[config.mk]
export PLATFORM = sky130hd
export DESIGN_NAME = ql_bank_cfg_ctrl
export DESIGN_NICKNAME = d
export VERILOG_FILES = /design/src/rtl/ql_bank_cfg_pkg.sv /design/src/rtl/ql_bank_wl_decoder.sv /design/src/rtl/ql_bank_cfg_ctrl.sv
export SDC_FILE = /design/constraint.sdc
export NUM_CORES = 1
export LEC_CHECK = 0
export CAP_MARGIN = 30
export CORE_MARGIN = 8
export CORE_UTILIZATION = 35
export DETAILED_ROUTE_END_ITERATION = 10
export PLACE_DENSITY_LB_ADDON = 0.2
export RECOVER_POWER = 50
export SYNTH_ARGS = -nofsm -noshare
export SYNTH_HDL_FRONTEND = slang
export SYNTH_SLANG_ARGS = --single-unit
[constraint.sdc]
create_clock -name prog_clk -period 4.6 [get_ports prog_clk]
set_clock_uncertainty 0.05 [all_clocks]
set_input_delay 0.92 -clock prog_clk [delete_from_list [all_inputs] [get_ports prog_clk]]
set_output_delay 0.92 -clock prog_clk [all_outputs]
set_load 0.03 [all_outputs]
[src/rtl/ql_bank_cfg_pkg.sv]
// ----------------------------------------------------------------------------
// ql_bank_cfg_pkg
// Shared definitions for the QL memory-bank configuration controller:
//   - controller state encoding (ql_bank_cfg_state_e)
//   - default geometry and timing values used by the controller parameters
//   - ql_onehot(): range-checked one-hot word-line decode
// No ports (package).
// ----------------------------------------------------------------------------
package ql_bank_cfg_pkg;

    localparam int QL_BL_WIDTH_DEF  = 16;
    localparam int QL_WL_WIDTH_DEF  = 16;
    localparam int QL_SETUP_CYC_DEF = 1;
    localparam int QL_PULSE_CYC_DEF = 2;

    // Upper bound on word lines a decoder can address; the helper works on
    // a fixed-width vector so it can live in the package.
    localparam int QL_MAX_ADDR_W = 10;
    localparam int QL_MAX_WL     = 1 << QL_MAX_ADDR_W;

    typedef enum logic [2:0] {
        IDLE,
        SETUP,
        PULSE,
        HOLD,
        RD_PULSE,
        RESP
    } ql_bank_cfg_state_e;

    // Returns a vector with only bit 'addr' set, or all zeros when 'addr'
    // does not name one of the 'width' word lines.
    function automatic logic [QL_MAX_WL-1:0] ql_onehot(input logic [QL_MAX_ADDR_W-1:0] addr,
                                                       input int                       width);
        logic [QL_MAX_WL-1:0] vec;
        vec = '0;
        if ({{(32-QL_MAX_ADDR_W){1'b0}}, addr} < unsigned'(width)) begin
            vec[addr] = 1'b1;
        end
        return vec;
    endfunction

endpackage

[src/rtl/ql_bank_wl_decoder.sv]
// ----------------------------------------------------------------------------
// ql_bank_wl_decoder
// Registered one-hot word-line decoder with enable and address range check.
// Ports:
//   clk, rst_n  : clock, asynchronous active-low reset
//   en          : drive the addressed line on the next clock edge
//   addr        : word-line address
//   onehot      : registered word lines, bit i is word line i (one-hot or zero)
//   in_range    : combinational, high when addr < WIDTH
// ----------------------------------------------------------------------------
module ql_bank_wl_decoder
    import ql_bank_cfg_pkg::*;
#(
    parameter int WIDTH  = QL_WL_WIDTH_DEF,
    parameter int ADDR_W = $clog2(WIDTH)
) (
    input  logic              clk,
    input  logic              rst_n,
    input  logic              en,
    input  logic [ADDR_W-1:0] addr,
    output logic [0:WIDTH-1]  onehot,
    output logic              in_range
);

    logic [QL_MAX_WL-1:0] dec_full;
    logic [0:WIDTH-1]     dec_next;

    assign dec_full = ql_onehot(QL_MAX_ADDR_W'(addr), WIDTH);
    assign in_range = |dec_full;

    // Map by index so that onehot[i] is word line i regardless of range direction.
    always_comb begin
        dec_next = '0;
        for (int i = 0; i < WIDTH; i++) begin
            dec_next[i] = en & dec_full[i];
        end
    end

    always_ff @(posedge clk or negedge rst_n) begin
        if (!rst_n) begin
            onehot <= '0;
        end else begin
            onehot <= dec_next;
        end
    end

endmodule

[src/rtl/ql_bank_cfg_ctrl.sv]
// ----------------------------------------------------------------------------
// ql_bank_cfg_ctrl
// Sequenced BL/WL programming controller for QL configuration SRAM banks.
// Accepts write/readback commands, drives the bit lines, pulses one word line
// (wl for writes, wlr for readback) and returns a response.
// Ports:
//   prog_clk, pResetN       : clock, asynchronous active-low reset
//   cmd_valid/cmd_ready     : command handshake
//   cmd_read/addr/data      : command fields (1 = readback)
//   rsp_valid/rsp_ready     : response handshake
//   rsp_data, rsp_err       : readback data (0 for writes), address error
//   bl                      : bit-line drive
//   wl, wlr                 : write / readback word lines
//   rd_bl                   : readback sense inputs
// All outputs are registered.
// ----------------------------------------------------------------------------
module ql_bank_cfg_ctrl
    import ql_bank_cfg_pkg::*;
#(
    parameter int BL_WIDTH  = QL_BL_WIDTH_DEF,
    parameter int WL_WIDTH  = QL_WL_WIDTH_DEF,
    parameter int WL_ADDR_W = $clog2(WL_WIDTH),
    parameter int SETUP_CYC = QL_SETUP_CYC_DEF,
    parameter int PULSE_CYC = QL_PULSE_CYC_DEF
) (
    input  logic                 prog_clk,
    input  logic                 pResetN,
    input  logic                 cmd_valid,
    output logic                 cmd_ready,
    input  logic                 cmd_read,
    input  logic [WL_ADDR_W-1:0] cmd_addr,
    input  logic [BL_WIDTH-1:0]  cmd_data,
    output logic                 rsp_valid,
    input  logic                 rsp_ready,
    output logic [BL_WIDTH-1:0]  rsp_data,
    output logic                 rsp_err,
    output logic [0:BL_WIDTH-1]  bl,
    output logic [0:WL_WIDTH-1]  wl,
    output logic [0:WL_WIDTH-1]  wlr,
    input  logic [0:BL_WIDTH-1]  rd_bl
);

    localparam int MAX_CYC = (SETUP_CYC > PULSE_CYC) ? SETUP_CYC : PULSE_CYC;
    localparam int CNT_W   = $clog2(MAX_CYC) + 1;

    localparam logic [CNT_W-1:0] SETUP_LOAD = CNT_W'(SETUP_CYC - 1);
    localparam logic [CNT_W-1:0] PULSE_LOAD = CNT_W'(PULSE_CYC - 1);

    if (SETUP_CYC < 1) begin : g_chk_setup
        $error("ql_bank_cfg_ctrl: SETUP_CYC must be at least 1");
    end
    if (PULSE_CYC < 1) begin : g_chk_pulse
        $error("ql_bank_cfg_ctrl: PULSE_CYC must be at least 1");
    end
    if (WL_WIDTH < 2 || WL_WIDTH > QL_MAX_WL) begin : g_chk_wl
        $error("ql_bank_cfg_ctrl: WL_WIDTH out of supported range");
    end

    ql_bank_cfg_state_e   state_q, state_d;
    logic [CNT_W-1:0]     cnt_q, cnt_d;
    logic [WL_ADDR_W-1:0] addr_q, addr_d;
    logic [BL_WIDTH-1:0]  data_q, data_d;
    logic                 handshake;
    logic                 addr_ok, wl_ok, wlr_ok;
    logic                 accept_err, capture_rd, rsp_done;

    // Outputs are registered from the next state, so the command fields must
    // be visible in the same cycle as the handshake that delivers them.
    assign handshake = cmd_valid & cmd_ready;
    assign addr_d    = handshake ? cmd_addr : addr_q;
    assign data_d    = handshake ? cmd_data : data_q;

    // Both decoders see the same address; either one rejecting it is an error.
    assign addr_ok = wl_ok & wlr_ok;

    // One shared down-counter times every phase; it is loaded with length-1 on
    // entry and the phase ends when it reaches zero. The read/write choice is
    // captured by which path the FSM takes, so no separate flag is stored.
    always_comb begin
        state_d    = state_q;
        cnt_d      = cnt_q;
        accept_err = 1'b0;
        capture_rd = 1'b0;
        rsp_done   = 1'b0;
        case (state_q)
            IDLE: begin
                if (handshake) begin
                    if (!addr_ok) begin
                        state_d    = RESP;
                        accept_err = 1'b1;
                    end else if (cmd_read) begin
                        state_d = RD_PULSE;
                        cnt_d   = PULSE_LOAD;
                    end else begin
                        state_d = SETUP;
                        cnt_d   = SETUP_LOAD;
                    end
                end
            end
            SETUP: begin
                if (cnt_q == '0) begin
                    state_d = PULSE;
                    cnt_d   = PULSE_LOAD;
                end else begin
                    cnt_d = cnt_q - CNT_W'(1);
                end
            end
            PULSE: begin
                if (cnt_q == '0) begin
                    state_d = HOLD;
                end else begin
                    cnt_d = cnt_q - CNT_W'(1);
                end
            end
            HOLD: begin
                state_d = RESP;
            end
            RD_PULSE: begin
                if (cnt_q == '0) begin
                    state_d    = RESP;
                    capture_rd = 1'b1;
                end else begin
                    cnt_d = cnt_q - CNT_W'(1);
                end
            end
            RESP: begin
                if (rsp_ready) begin
                    state_d  = IDLE;
                    rsp_done = 1'b1;
                end
            end
            default: begin
                state_d = IDLE;
            end
        endcase
    end

    always_ff @(posedge prog_clk or negedge pResetN) begin
        if (!pResetN) begin
            state_q   <= IDLE;
            cnt_q     <= '0;
            addr_q    <= '0;
            data_q    <= '0;
            cmd_ready <= 1'b0;
            rsp_valid <= 1'b0;
            rsp_data  <= '0;
            rsp_err   <= 1'b0;
            bl        <= '0;
        end else begin
            state_q   <= state_d;
            cnt_q     <= cnt_d;
            addr_q    <= addr_d;
            data_q    <= data_d;
            cmd_ready <= (state_d == IDLE);
            rsp_valid <= (state_d == RESP);
            bl        <= (state_d inside {SETUP, PULSE, HOLD}) ? data_d : '0;
            if (rsp_done) begin
                rsp_data <= '0;
                rsp_err  <= 1'b0;
            end else if (accept_err) begin
                rsp_data <= '0;
                rsp_err  <= 1'b1;
            end else if (capture_rd) begin
                rsp_data <= rd_bl;
            end
        end
    end

    ql_bank_wl_decoder #(
        .WIDTH  (WL_WIDTH),
        .ADDR_W (WL_ADDR_W)
    ) u_wl_dec (
        .clk      (prog_clk),
        .rst_n    (pResetN),
        .en       (state_d == PULSE),
        .addr     (addr_d),
        .onehot   (wl),
        .in_range (wl_ok)
    );

    ql_bank_wl_decoder #(
        .WIDTH  (WL_WIDTH),
        .ADDR_W (WL_ADDR_W)
    ) u_wlr_dec (
        .clk      (prog_clk),
        .rst_n    (pResetN),
        .en       (state_d == RD_PULSE),
        .addr     (addr_d),
        .onehot   (wlr),
        .in_range (wlr_ok)
    );

endmodule

==> out/metrics.csv <==
metric;value;unit
status;finished, violations left;
failing checks;max-capacitance violations, max-slew violations;
pin count of the biggest net entering global routing;71;
DP Area;4800;sq um
wire length on met2;3910;um
wl on met1;4060;um
Slew @ Worst Pin;1.67;ns
routed length on met3;622;um
family with the most delay on the worst path;simple AND/OR/NAND/NOR gates;
Worst Path Buf+Inv;2;
Final Wtd Congestion;0.751;
Worst EP arrival;3.15;ns
Top FF cell, synth;dfrtp_1;
Final Hold Vio Count;0;
HP Start;data_q[2];
via count;2576;
CTS tree;done;
Fmax;333;MHz
clk_lat worst skew;0.36;ns
FF-to-FF setup slack;2.35;ns
sum of negative setup slack;0;ns
max_slew headroom;-11.3;%
R2R Path End;u_wl_dec.onehot[14];
CP Capture Type;flop;
IO Count;108;
antenna violations before repair;0;
Setup CP Type;input port to flop;
Min-Delay Path Depth;1;
# DRC;0;
number of library cell types mapped by synthesis;42;
Avg WL per Cell;17.0;um
core area;10200;sq um
H-tree depth;3;
nets;415;
max-slew violation count;71;
CP Max Fanout;20;
Req. time, crit path;4.74;ns
worst vdd ir;0.000217;V
fraction of layout cells with a size suffix above 1;11.1;%
Worst-path clk slew;0.09;ns
Seq/Total Area, Yosys;63.3;%
unrepaired setup endpoints after global routing;no;
die footprint;13900;sq um
fill count;941;
Synth Cell Area;3640;sq um
reg2reg path depth;4;
Die Height;118;um
Final Util;48.5;%
DP Wirelength;6070;um
first-pass GRT wire length;14600;um
cell row count;37;
CTS sink count;92;
DRT antenna net count;0;
mean area per synthesized cell;13.4;sq um
syn_nets;315;
HP Class;flop to flop;
YS warnings;0;
n_diodes;0;
slowest stage delay, CP;0.72;ns
Period minus WS final;3.00;ns
Final Power;0.00305;W
clk buf depth;2;
DRT Pass-1 Iters;4;
PD cells;614;nW/um^2
Reg-to-Reg Start;cmd_ready;
Static Leak;2.14;nW
Synth Instances;272;
Final period util;65.2;%
Initial Utilization;35.6;%
type of origin of the critical path;input port;
CP cell instances;dlygate4sd3_1 -> nand2_1 -> nor4_4 -> buf_4 -> nor4_1;
Syn-to-layout area delta;36.5;%
Synth area leader;dfrtp_1;
vias per cell;5.02;
root buf cell;clkbuf_8;
port buffer count;107;
max_cap viols;1;
EDFF count, synth;0;
gr ovfl total;0;
Stages on worst setup path;5;
post-CTS sizing;0;
number of global-route vias before repair;2726;
chip width;118;um
initial DRC count;119;
Crit-path slowest cell;dlygate4sd3_1;
CTS buffer count;9;
final instance area;4960;sq um
ys async rst share;100;%
Hold Path Sink;data_q[2];
most area-consuming cells after synthesis;dfrtp_1, mux2_2, nor4_1;
post-CTS setup buffers;0;
final wirelength;8730;um
final setup fails;0;
critical path launch point;cmd_valid;
Synth Register Bits;92;
Highest Signal Layer;met4;
CTS Hold Bufs;0;
Synth top area share;63.3;%
GR Util All Layers;13.0;%
[area by class of cell]
class | count | area (sq um) | share of cell area (%)
Tap cell | 136 | 170 | 3.43
Multi-Input combinational cell | 151 | 1200 | 24.2
Timing Repair Buffer | 111 | 1090 | 22.0
Inverter | 7 | 26.3 | 0.529
Clock buffer | 10 | 128 | 2.57
Sequential cell | 92 | 2300 | 46.4
Clock inverter | 6 | 46.3 | 0.932
[cells in the mapped netlist (4+ instances only)]
master     n
inv_1      7
nor4_1    32
a21o_1     5
mux2_2    20
clkbuf_1   9
a31oi_1   10
and4b_1    4
a21boi_1  16
nand2_1    4
buf_2     10
dfrtp_1   92
a22o_1    17
[cells in the final DEF (no fill, tap or decap), types with 2 or more instances in the layout]
cell type,netlist,final
a21boi_1,16,16
a21o_1,5,5
a221oi_1,2,2
a22o_1,17,17
a31o_1,2,2
a31oi_1,10,10
and4_1,2,2
and4b_1,4,4
buf_4,0,3
clkbuf_1,9,2
clkbuf_8,0,9
clkdlybuf4s50_1,0,97
clkinvlp_4,0,2
dfrtp_1,92,92
dlygate4sd3_1,0,9
ha_1,2,2
inv_1,7,7
inv_6,0,3
mux2_2,20,20
nand2_1,4,4
nand2b_1,3,3
nand3b_1,2,2
nor2_1,3,3
nor4_1,32,32
nor4bb_1,2,2
o21ai_0,2,2
or2_1,2,2
or3b_1,2,2
or3b_2,2,2
[sequential cells by signal (all words and copies together) (netlist names)]
signal,count
u_wlr_dec.onehot,16
rsp_valid,1
bl,16
rsp_err,1
data_q,16
rsp_data,16
cmd_ready,1
cnt_q,2
addr_q,4
u_wl_dec.onehot,16
state_q,3
[logic make-up after synthesis]
group,share of synthesized area [%]
buffers and inverters,3.96
xor gates and xnor gates,0.482
adders and majority gates,0.688
AOI/OAI and AO/OA,12.7
muxes,6.19
and+or+nand+nor,12.7
DFF,63.3
[layer usage]
layer | GRT usage, % | vias up
met1 | 16.5 | 1260
li1 | - | 1226
met3 | 4.75 | 13
met4 | 5.20 | 0
met5 | 0 | -
met2 | 19.8 | 77
[worst reg2reg max path, cell delays in order (launching register included)]
cell	delay [ns]
dfrtp_1	0.53
nand2_1	0.40
nor4_4	0.67
buf_4	0.35
nor4_1	0.10
[through the flow]
stage	instances	hold slack (ns)	worst slack (ns)
after floorplan	272	0.416	2.42
after global placement	496	0.424	1.38
after detailed placement	497	0.428	1.30
after CTS	513	0.449	1.70
after global routing	513	0.459	1.09
final	513	0.445	1.60
[report_power, final]
group | switching (W) | leakage [nW] | total (W) | internal [W]
sequential | 0.000157 | 1.20 | 0.00121 | 0.00106
clock | 0.000286 | 0.0837 | 0.000487 | 0.000201
combinational | 0.000772 | 0.850 | 0.00135 | 0.000575
total | 0.00122 | 2.14 | 0.00305 | 0.00183
[worst max path at each step]
stage	end	slack, ns
after floorplan	bl[10]	2.42
final	u_wl_dec.onehot[14]	1.60
after detailed placement	bl[6]	1.30
after global placement	bl[5]	1.38
after global routing	u_wlr_dec.onehot[7]	1.09
after CTS	bl[11]	1.70
No activity file was read; power rests on OpenSTA's default activity.
==> RTL change, RTL diff (same settings) <==
Set the package constant `QL_WL_WIDTH_DEF` to 32 (it was 16).
--- a/src/rtl/ql_bank_cfg_pkg.sv
+++ b/src/rtl/ql_bank_cfg_pkg.sv
@@ -10,5 +10,5 @@
 
     localparam int QL_BL_WIDTH_DEF  = 16;
-    localparam int QL_WL_WIDTH_DEF  = 16;
+    localparam int QL_WL_WIDTH_DEF  = 32;
     localparam int QL_SETUP_CYC_DEF = 1;
     localparam int QL_PULSE_CYC_DEF = 2;
Ports: changed (resized cmd_addr, wl and wlr); port bits go from 108 to 141. The function was not compared with the original's and may differ.
==> RTL change against the original RTL <==
The run still ends with capacitance limit, slew limit left; total power increased by 41%; synthesized area increased by 25%; routed wire length increased by 34%; worst setup slack got worse by 0.18 ns; final area increased by 35%; combinational power increased by 4%; sequential cell count increased by 33.
==> RTL change: results <==
metrics = {
    "clock_tree": {
        "cts_max_level": 4,
        "clk_latency_ns": 0.40,
        "clk_pin_slew_worst_paths_ns": 0.05,
        "cts_root_buffer": "clkbuf_16",
    },
    "status": {
        "violations": "capacitance limit, slew limit",
        "status": "finished, violations left",
    },
    "critical_path": {
        "crit_arrival_ns": 3.38,
        "r2r_end": "rsp_data[2]",
        "endpoint": "u_wl_dec.onehot[26]",
        "r2r_start": "state_q[2]",
        "max_stage_delay_ns": 0.76,
    },
    "routing": {
        "wl_per_cell_um": 16.2,
        "viasPerCell": 4.68,
    },
    "timing": {
        "drv_slew": 71,
        "hold-worst-slack_ns": 0.418,
    },
    "global_routing": {
        "grt_antenna_before_repair": 1,
        "grt_first_pass_wirelength_um": 18800,
        "grt_use_met1_pct": 17.6,
    },
    "placed_design": {
        "place_area_sq_mm": 0.00610,
        "io_buffers": 140,
    },
    "run": {
        "maxCapViolations": 1,
    },
    "yosys": {
        "yosysSeqAreaShare_pct": 68.7,
        "synth_area_leaders": "dfrtp_1 (69%), nor2_1 (6.2%), nand2_1 (5.1%)",
        "syn-num-nets": 441,
    },
    "hold_path": {
        "hold_depth": 2,
    },
    "final_layout": {
        "fin_cells": 724,
        "drive_gt1_share_pct": 6.52,
        "nets": 585,
    },
    "pwr": {
        "p_leak_uw": 0.00311,
    },
}
RTL change: cell types whose count changed after synthesis, sizes merged, moves of 6 or more:
| cell | before | now |
|---|---|---|
| dfrtp | 92 | 125 |
| a21oi | 1 | 20 |
| a22o | 17 | 11 |
| nor4 | 33 | 0 |
| nand3 | 0 | 17 |
| nand2 | 4 | 62 |
| mux2 | 20 | 1 |
| nor2 | 3 | 75 |
| clkbuf | 9 | 3 |
| a21boi | 16 | 0 |
| o21ai | 2 | 9 |
| a31oi | 10 | 2 |
| mux2i | 0 | 8 |
RTL change: report_power, final:
group | internal [uW] | switching, uW
logic | 526 | 888
clock network | 925 | 447
registers | 1350 | 159
total | 2800 | 1490
RTL change: cell families (layout without fill, tap and decap cells):
family	count (synthesis)	count (layout)	synth area share, %
DFF	125	125	68.7
buffers and inverters	25	180	2.61
muxes	9	9	2.01
adders and majority gates	2	2	0.550
AOI/OAI and AO/OA	53	53	8.28
and+or+nand+nor	183	183	17.8
RTL change: stage by stage:
stage	utilization, %	setup slack, ns
5_1_grt	52.9	0.920
6_report	52.9	1.42
3_3_place_gp	48.2	1.22
3_5_place_dp	48.2	1.16
4_1_cts	52.9	1.59
2_1_floorplan	-	2.39
RTL change: cell type report:
| type | instances | area (sq um) |
|---|---|---|
| clock buffer | 22 | 464 |
| clock inverter | 8 | 140 |
| fill | 1126 | 5970 |
| inverter | 6 | 22.5 |
| multi-input combinational | 247 | 1310 |
| sequential | 125 | 3130 |
| tap | 172 | 215 |
| timing repair buffer | 144 | 1420 |
RTL change: layer usage:
| layer | share of wire, % | vias to the layer above |
|---|---|---|
| met5 | 0.085 | - |
| met4 | 1.2 | 2 |
| met3 | 9.7 | 11 |
| met2 | 46 | 116 |
| met1 | 44 | 1654 |
| li1 | - | 1604 |
